**src/rtl/qam_frame_builder.sv**
```systemverilog
// Frame assembler: packs a serial bit stream into QPSK/16QAM/64QAM symbols and
// emits frames of LFSR pilots followed by payload over a valid/ready handshake.
module qam_frame_builder #(
    parameter int unsigned MAX_BPS     = 6,
    parameter int unsigned PILOT_LEN   = 32,
    parameter int unsigned PAYLOAD_LEN = 256
) (
    input  logic               clk,
    input  logic               rst_n,
    input  logic               enable,
    input  logic [1:0]         mod_type,
    input  logic               bit_in,
    input  logic               bit_valid,
    output logic               bit_ready,
    output logic [MAX_BPS-1:0] sym_out,
    output logic               sym_valid,
    input  logic               sym_ready,
    output logic               sym_is_pilot,
    output logic               frame_start,
    output logic [15:0]        frame_count
);
    localparam int unsigned LEN_MAX = (PILOT_LEN > PAYLOAD_LEN) ? PILOT_LEN : PAYLOAD_LEN;
    localparam int unsigned SCNT_W  = $clog2(LEN_MAX + 1);
    localparam int unsigned BPS_W   = 3;
    localparam logic [6:0]  LFSR_SEED = 7'h7F;

    typedef enum logic [1:0] {ST_IDLE, ST_PILOT, ST_PAYLOAD} state_t;

    state_t              state_q, state_d;
    logic [BPS_W-1:0]    bps_q, bps_d;
    logic [BPS_W-1:0]    cnt_q, cnt_d;
    logic [6:0]          lfsr_q, lfsr_d;
    logic [MAX_BPS-1:0]  sh_q, sh_d;
    logic [SCNT_W-1:0]   sym_cnt_q, sym_cnt_d;
    logic [MAX_BPS-1:0]  sym_out_q, sym_out_d;
    logic                sym_valid_q, sym_valid_d;
    logic                sym_is_pilot_q, sym_is_pilot_d;
    logic                frame_start_q, frame_start_d;
    logic [15:0]         frame_count_q, frame_count_d;
    logic                bit_ready_q, bit_ready_d;

    logic                free;
    logic                accept;
    logic                load_word;
    logic [MAX_BPS-1:0]  word;
    logic [MAX_BPS-1:0]  mask;

    // Reserved mode 11 falls back to QPSK.
    function automatic logic [BPS_W-1:0] bps_of(input logic [1:0] m);
        case (m)
            2'b01:   return 3'd4;
            2'b10:   return 3'd6;
            default: return 3'd2;
        endcase
    endfunction

    always_comb begin
        state_d        = state_q;
        bps_d          = bps_q;
        cnt_d          = cnt_q;
        lfsr_d         = lfsr_q;
        sh_d           = sh_q;
        sym_cnt_d      = sym_cnt_q;
        sym_out_d      = sym_out_q;
        sym_valid_d    = sym_valid_q;
        sym_is_pilot_d = sym_is_pilot_q;
        frame_start_d  = 1'b0;
        frame_count_d  = frame_count_q;
        load_word      = 1'b0;
        word           = '0;
        mask           = '0;

        for (int i = 0; i < int'(MAX_BPS); i++) begin
            mask[i] = (i < int'(bps_q));
        end

        free   = !sym_valid_q || sym_ready;
        accept = bit_valid && bit_ready_q;

        if (sym_valid_q && sym_ready) begin
            sym_valid_d = 1'b0;
        end

        case (state_q)
            ST_IDLE: begin
                if (enable) begin
                    state_d   = ST_PILOT;
                    bps_d     = bps_of(mod_type);
                    lfsr_d    = LFSR_SEED;
                    sym_cnt_d = '0;
                    cnt_d     = '0;
                end
            end
            ST_PILOT: begin
                if (free) begin
                    sym_out_d      = lfsr_q[6] ? mask : '0;
                    sym_valid_d    = 1'b1;
                    sym_is_pilot_d = 1'b1;
                    lfsr_d         = {lfsr_q[5:0], lfsr_q[6] ^ lfsr_q[5]};
                    frame_start_d  = (sym_cnt_q == '0);
                    if (sym_cnt_q == SCNT_W'(PILOT_LEN - 1)) begin
                        state_d   = ST_PAYLOAD;
                        sym_cnt_d = '0;
                        cnt_d     = '0;
                    end else begin
                        sym_cnt_d = sym_cnt_q + SCNT_W'(1);
                    end
                end
            end
            ST_PAYLOAD: begin
                // A full packer (cnt==bps) waits for the output register to free up.
                if (cnt_q == bps_q) begin
                    if (free) begin
                        load_word = 1'b1;
                        word      = sh_q;
                    end
                end else if (accept) begin
                    if (cnt_q == bps_q - 3'd1) begin
                        if (free) begin
                            load_word = 1'b1;
                            word      = {sh_q[MAX_BPS-2:0], bit_in};
                        end else begin
                            sh_d  = {sh_q[MAX_BPS-2:0], bit_in};
                            cnt_d = bps_q;
                        end
                    end else begin
                        sh_d  = {sh_q[MAX_BPS-2:0], bit_in};
                        cnt_d = cnt_q + 3'd1;
                    end
                end

                if (load_word) begin
                    sym_out_d      = word & mask;
                    sym_valid_d    = 1'b1;
                    sym_is_pilot_d = 1'b0;
                    cnt_d          = '0;
                    if (sym_cnt_q == SCNT_W'(PAYLOAD_LEN - 1)) begin
                        frame_count_d = frame_count_q + 16'd1;
                        sym_cnt_d     = '0;
                        if (enable) begin
                            state_d = ST_PILOT;
                            bps_d   = bps_of(mod_type);
                            lfsr_d  = LFSR_SEED;
                        end else begin
                            state_d = ST_IDLE;
                        end
                    end else begin
                        sym_cnt_d = sym_cnt_q + SCNT_W'(1);
                    end
                end
            end
            default: state_d = ST_IDLE;
        endcase

        bit_ready_d = (state_d == ST_PAYLOAD) && (cnt_d < bps_d);
    end

    always_ff @(posedge clk or negedge rst_n) begin
        if (!rst_n) begin
            state_q        <= ST_IDLE;
            bps_q          <= 3'd2;
            cnt_q          <= '0;
            lfsr_q         <= LFSR_SEED;
            sh_q           <= '0;
            sym_cnt_q      <= '0;
            sym_out_q      <= '0;
            sym_valid_q    <= 1'b0;
            sym_is_pilot_q <= 1'b0;
            frame_start_q  <= 1'b0;
            frame_count_q  <= '0;
            bit_ready_q    <= 1'b0;
        end else begin
            state_q        <= state_d;
            bps_q          <= bps_d;
            cnt_q          <= cnt_d;
            lfsr_q         <= lfsr_d;
            sh_q           <= sh_d;
            sym_cnt_q      <= sym_cnt_d;
            sym_out_q      <= sym_out_d;
            sym_valid_q    <= sym_valid_d;
            sym_is_pilot_q <= sym_is_pilot_d;
            frame_start_q  <= frame_start_d;
            frame_count_q  <= frame_count_d;
            bit_ready_q    <= bit_ready_d;
        end
    end

    assign bit_ready    = bit_ready_q;
    assign sym_out      = sym_out_q;
    assign sym_valid    = sym_valid_q;
    assign sym_is_pilot = sym_is_pilot_q;
    assign frame_start  = frame_start_q;
    assign frame_count  = frame_count_q;
endmodule

```
**config.mk**
```make
export PLATFORM = sky130hd
export DESIGN_NAME = qam_frame_builder
export DESIGN_NICKNAME = d
export VERILOG_FILES = /design/src/rtl/qam_frame_builder.sv
export SDC_FILE = /design/constraint.sdc
export NUM_CORES = 1
export LEC_CHECK = 0
export CORE_MARGIN = 4
export CORE_UTILIZATION = 50
export CTS_CLUSTER_DIAMETER = 150
export DETAILED_ROUTE_END_ITERATION = 10
export GPL_TIMING_DRIVEN = 1
export PLACE_DENSITY = 0.77
export SLEW_MARGIN = 20
export SYNTH_ARGS = -nofsm -noshare
export SYNTH_HDL_FRONTEND = slang
export SYNTH_SLANG_ARGS = --single-unit
```
**constraint.sdc**
```tcl
create_clock -name clk -period 8.6 [get_ports clk]
set_clock_uncertainty 0.2 [all_clocks]
set_input_delay 2.58 -clock clk [delete_from_list [all_inputs] [get_ports clk]]
set_output_delay 2.58 -clock clk [all_outputs]
set_load 0.01 [all_outputs]
```
Word level (Yosys, flattened, before mapping)
Index checks and enable logic that the tools add are counted.
W data, S select, Z words.
{"block": "totals", "memories": 0, "register_bits": 56, "out_inout_bits": 26, "mem_bits_rw": 0, "wordCells": 112, "rom_bits": 0, "input_bits": 8, "latchBits": 0}
{"block": "op_classes", "n_reduce_logical": 14, "eq_ne": 14, "n_lt_le_gt_ge": 7, "multipliers": 0, "n_shift": 0, "div": 0, "addsub": 4, "muxes": 58, "n_bitwise": 3}
{"operator": "$mux W6", "n": 11}
{"operator": "$mux W9", "n": 5}
{"operator": "$mux W3", "n": 11}
{"operator": "$mux W7", "n": 4}
{"operator": "$pmux W9 S3", "n": 1}
{"operator": "$pmux W7 S3", "n": 1}
{"operator": "$add A16 B1 Y16 const B", "n": 1}
{"operator": "$mux W1", "n": 13}
{"operator": "$pmux W3 S2", "n": 2}
{"operator": "$pmux W6 S2", "n": 1}
{"operator": "$reduce_and A4 Y1", "n": 3}
{"operator": "$mux W2", "n": 5}
{"operator": "$ne A2 B2 Y1 const B", "n": 5}
{"operator": "$add A9 B1 Y9 const B", "n": 1}
{"operator": "$eq A9 B5 Y1 const B", "n": 1}
{"operator": "$eq A9 B8 Y1 const B", "n": 1}
{"operator": "$logic_not A9 Y1", "n": 1}
{"operator": "$pmux W3 S3", "n": 1}
{"operator": "$and A6 B6 Y6", "n": 1}
{"operator": "$eq A2 B2 Y1 const B", "n": 3}
{"operator": "$eq A3 B3 Y1", "n": 2}
{"operator": "$lt A1 B3 Y1 const A", "n": 2}
{"operator": "$lt A2 B3 Y1 const A", "n": 2}
{"operator": "$lt A3 B3 Y1 const A", "n": 2}
{"operator": "other kinds (15)", "n": 20}

Longest topological paths before layout
{"block": "logic_depth", "word_depth": 11, "depth_mapped": 14, "depth_no_buf": 14}

Worst setup path after synthesis
OpenSTA, ideal clock, no wires.
{"block": "synth_timing", "path_type": "in2reg", "from": "input port sym_ready", "to": "register bit_ready_q (netlist: bit_ready)", "required_time_ns": 8.320, "setup_ns": 0.080, "path_buffers": 2, "arrival_ns": 4.672, "path_stages": 12, "slack_ns": 3.648, "cell_sequence": "nor2b_1 -> clkbuf_1 -> nor4_2 -> buf_2 -> a21oi_4 -> o211ai_1 -> a2111oi_0 -> a2bb2oi_1 -> ha_1 -> a21oi_1 -> nand2_1 -> nor3_2"}
{"block": "synth_via", "elab_chain_cells": 10, "word_cells_on_any_way": 21, "classes_between": "order compare (1); eq/ne (1); mux (17); reduce/logical (2)"}
{"element": "start: declaration", "line_no": "17", "text": "input logic sym_ready,"}
{"element": "$logic_or A1 B1 Y1 *", "line_no": "77", "text": "free = !sym_valid_q || sym_ready;"}
{"element": "$mux W1", "line_no": "113, 119"}
{"element": "$mux W1", "line_no": "118", "text": "if (cnt_q == bps_q - 3'd1) begin"}
{"element": "$mux W1", "line_no": "117", "text": "end else if (accept) begin"}
{"element": "$mux W1", "line_no": "112", "text": "if (cnt_q == bps_q) begin"}
{"element": "$mux W1", "line_no": "84", "text": "case (state_q)"}
{"element": "$mux W3", "line_no": "132", "text": "if (load_word) begin"}
{"element": "$pmux W3 S3 *", "line_no": "84"}
{"element": "named net cnt_d[2]", "line_no": "31", "text": "logic [BPS_W-1:0] cnt_q, cnt_d;"}
{"element": "$lt A3 B3 Y1 *", "line_no": "155", "text": "bit_ready_d = (state_d == ST_PAYLOAD) && (cnt_d < bps_d);"}
{"element": "$logic_and A1 B1 Y1 *", "line_no": "155"}
{"element": "named net bit_ready_d", "line_no": "40", "text": "logic bit_ready_q, bit_ready_d;"}
{"element": "end signal: assignment", "line_no": "184", "text": "bit_ready_q <= bit_ready_d;"}
{"element": "end: declaration", "line_no": "40"}
Mark *: on every way through the listed nets, which the timed path passes. The rest lies on a longest branch. The select of a mux whose other input is x is not followed.
A chain may end at the register's enable or synchronous reset.

Worst setup path in the final report
Same ends and word-level chain as after synthesis.

==> results.json <==
{
  "viasPerCell": 5.78,
  "h-tree-depth": 2,
  "wirelength_um": 6920,
  "synth_top_family_by_area": "compound AO/OA/AOI/OAI gates",
  "yosysSeqAreaShare": 0.440,
  "fin_crit_sh": 0.648,
  "die_y_um": 88.1,
  "worstPathMaxFanout": 8,
  "rows": 28,
  "drive_gt1_frac": 0.125,
  "numPortBuffers": 33,
  "max-vdd-ir-drop_mv": 0.125,
  "cts_root_buf": "clkbuf_8",
  "hold_buffers": 0,
  "finalNetCount": 373,
  "grt_overflow": 0,
  "ctsResizeCount": 0,
  "area_growth_pct": 14.7,
  "start_util": 0.529,
  "cap_violations": 0,
  "status": "complete, no violations",
  "synth-xor-area-share": 0.0640,
  "cts_tree": "built",
  "maxSlewViolCount": 0,
  "grtUsageTotal": 0.185,
  "synthAdderAreaFrac": 0.0585,
  "layout_common_cells": "dfrtp_1 (48), nand2_1 (32), clkdlybuf4s50_1 (32), o21ai_0 (25), inv_1 (23)",
  "finalSetupTns_ns": 0,
  "gp_congestion": 0.926,
  "synth_cell_types": 62,
  "finalSetupViolCount": 0,
  "drc": 0,
  "postCtsSetupBuffers": 0,
  "finalHoldViolations": 0,
  "arrival_ns": 5.62,
  "wl_per_cell_um": 16.2,
  "total_power_uw": 837,
  "die_area_mm2": 0.00776,
  "crit_path_end_kind": "flop",
  "post-route-min-period_ns": 5.57,
  "ys_ff_latch": 56,
  "dp.cells": 418,
  "drt_iter0_markers": 128,
  "min_path_type": "reg -> reg",
  "whs_path_depth": 2,
  "dpl.hpwl_um": 5060,
  "clock_latency_ns": 0.31,
  "drtAntennaViolNets": 0,
  "timing.fmax_ghz": 0.179,
  "reg2reg_from": "sym_cnt_q[0]",
  "rrSetupSlack_ns": 4.92,
  "synth-compound-area-share": 0.186,
  "yosys_warnings": 0,
  "synth_area_mm2": 0.00321,
  "min_to": "lfsr_q[2]",
  "drt-pass1-iter-count": 4,
  "io_pins": 34,
  "numCtsBuffers": 5,
  "async_reset_ff_frac": 1.00,
  "fin_cells": 426,
  "cp-start-kind": "input pin",
  "grt_setup_unrepaired": "false",
  "reg2reg_depth": 14,
  "synthFlopType": "dfrtp_1",
  "netlist_instances": 320,
  "synth_edf_count": 0,
  "grt_max_degree": 57,
  "syn_nets": 343,
  "vias": 2463,
  "p_leak_uw": 0.00163,
  "hold_path.startpoint": "lfsr_q[1]",
  "syn_avg_cell_area_um2": 10.0,
  "die_w_um": 88.1,
  "critPathRequiredTime_ns": 8.64,
  "clkSlewWorstSetupHoldPaths_ns": 0.11,
  "final_common_cell": "dfrtp_1",
  "cts_max_path_buffers": 2,
  "rr_endpoint": "bit_ready",
  "path_class": "in -> reg",
  "slew_headroom": 0.452,
  "yosys.area_share.simple": 0.162,
  "tightest_slew_ns": 0.810,
  "n_antenna_cell": 0,
  "cts_sinks": 56,
  "p_per_area_mw_per_mm2": 228,
  "grt_pass1_wl_um": 11400,
  "core-area_mm2": 0.00606,
  "grt_pass1_vias": 2434,
  "yosys-mux-area-fraction": 0.0449,
  "antenna_found_initial": 0
}
[stage by stage]
stage | instance area [µm²] | setup slack [ns] | hold slack [ns] | util
floorplan | 3210 | 3.65 | 0.258 | -
global route | 3680 | 2.80 | 0.292 | 0.607
CTS | 3670 | 3.10 | 0.290 | 0.605
finish | 3680 | 3.03 | 0.283 | 0.607
detailed placement | 3580 | 2.79 | 0.274 | 0.590
global placement | 3580 | 2.93 | 0.256 | 0.590
[layer usage]
layer  share of wire  global-route usage  vias up
met5               0                   0        -
met3           0.030              0.0292       11
met4           0.017              0.0687        0
li1                -                   -     1200
met2            0.48               0.300       44
met1            0.47               0.250     1208
[area by class of cell]
class | count | area (µm²)
flip-flops and latches | 56 | 1410
multi-input cells | 230 | 1660
inverters | 23 | 86.3
well taps | 75 | 93.8
fillers | 522 | 2380
clock buffers | 5 | 68.8
clock inverters | 3 | 22.5
repair buffers | 34 | 333
[worst max path at each step]
stage / from / end / slack (ns) / depth (start not counted)
after floorplan: sym_ready / bit_ready / 3.65 / 12
after global placement: sym_ready / bit_ready / 2.93 / 11
after detailed placement: sym_ready / bit_ready / 2.79 / 11
after CTS: sym_ready / bit_ready / 3.10 / 11
after global routing: sym_ready / bit_ready / 2.80 / 11
final: sym_ready / bit_ready / 3.03 / 11
[critical path, stage by stage]
cell and delay (ns):
clkdlybuf4s50_1 0.42, nor2b_1 0.65, nor2_1 0.22, a21oi_4 0.23
o211ai_1 0.13, a2111oi_0 0.43, a2bb2oi_1 0.24, ha_1 0.28
a21oi_1 0.16, nand2_1 0.08, nor3_2 0.19
[registers in the layout, indices dropped and copies added (netlist names)]
signal,cells
bit_ready,1
bps_q,3
cnt_q,3
frame_count,16
frame_start,1
lfsr_q,7
sh_q,6
state_q,2
sym_cnt_q,9
sym_is_pilot,1
sym_out,6
sym_valid,1
[synth_stat cells (2+ instances only)]
master,count,area [µm²]
xor2_1,11,96.3
o21ai_0,25,125
ha_1,15,188
o31ai_1,3,22.5
and3_1,4,25.0
nor3_1,6,30.0
nand4_1,4,25.0
a211oi_2,2,25.0
nand2_1,32,120
a21oi_1,8,40.0
buf_2,5,25.0
a221o_1,3,30.0
dfrtp_1,48,1200
nand2b_1,5,31.3
a2111oi_0,3,26.3
mux2i_1,2,20.0
and4_1,2,17.5
o21a_1,3,22.5
inv_1,23,86.3
nor2_1,22,82.6
o211ai_1,2,15.0
nor3_2,2,20.0
mux2_2,11,124
nor2b_1,6,37.5
a221oi_1,4,35.0
a21o_1,2,15.0
a31oi_1,3,18.8
a22o_1,3,26.3
o21ai_1,2,10.0
nand3_1,9,45.0
xnor2_1,8,70.1
dfstp_2,8,210
clkbuf_1,5,18.8
[where the power goes]
group          switching [µW]  leakage (µW)  total [µW]  internal [µW]
combinational             191      0.000854         335            144
clock                    90.4     0.0000485         149           58.7
sequential               36.0      0.000726         353            317
total                     317       0.00163         837            520
[kinds of logic (layout without fill, tap and decap cells)]
| group | after synthesis | count (layout) |
|---|---|---|
| AOI/OAI and AO/OA | 79 | 79 |
| and+or+nand+nor | 102 | 102 |
| muxes | 13 | 13 |
| DFF | 56 | 56 |
| xor gates and xnor gates | 21 | 21 |
| adders and majority gates | 15 | 15 |
| buffers and inverters | 34 | 65 |
Note: power is estimated with default switching activity, not from simulation.
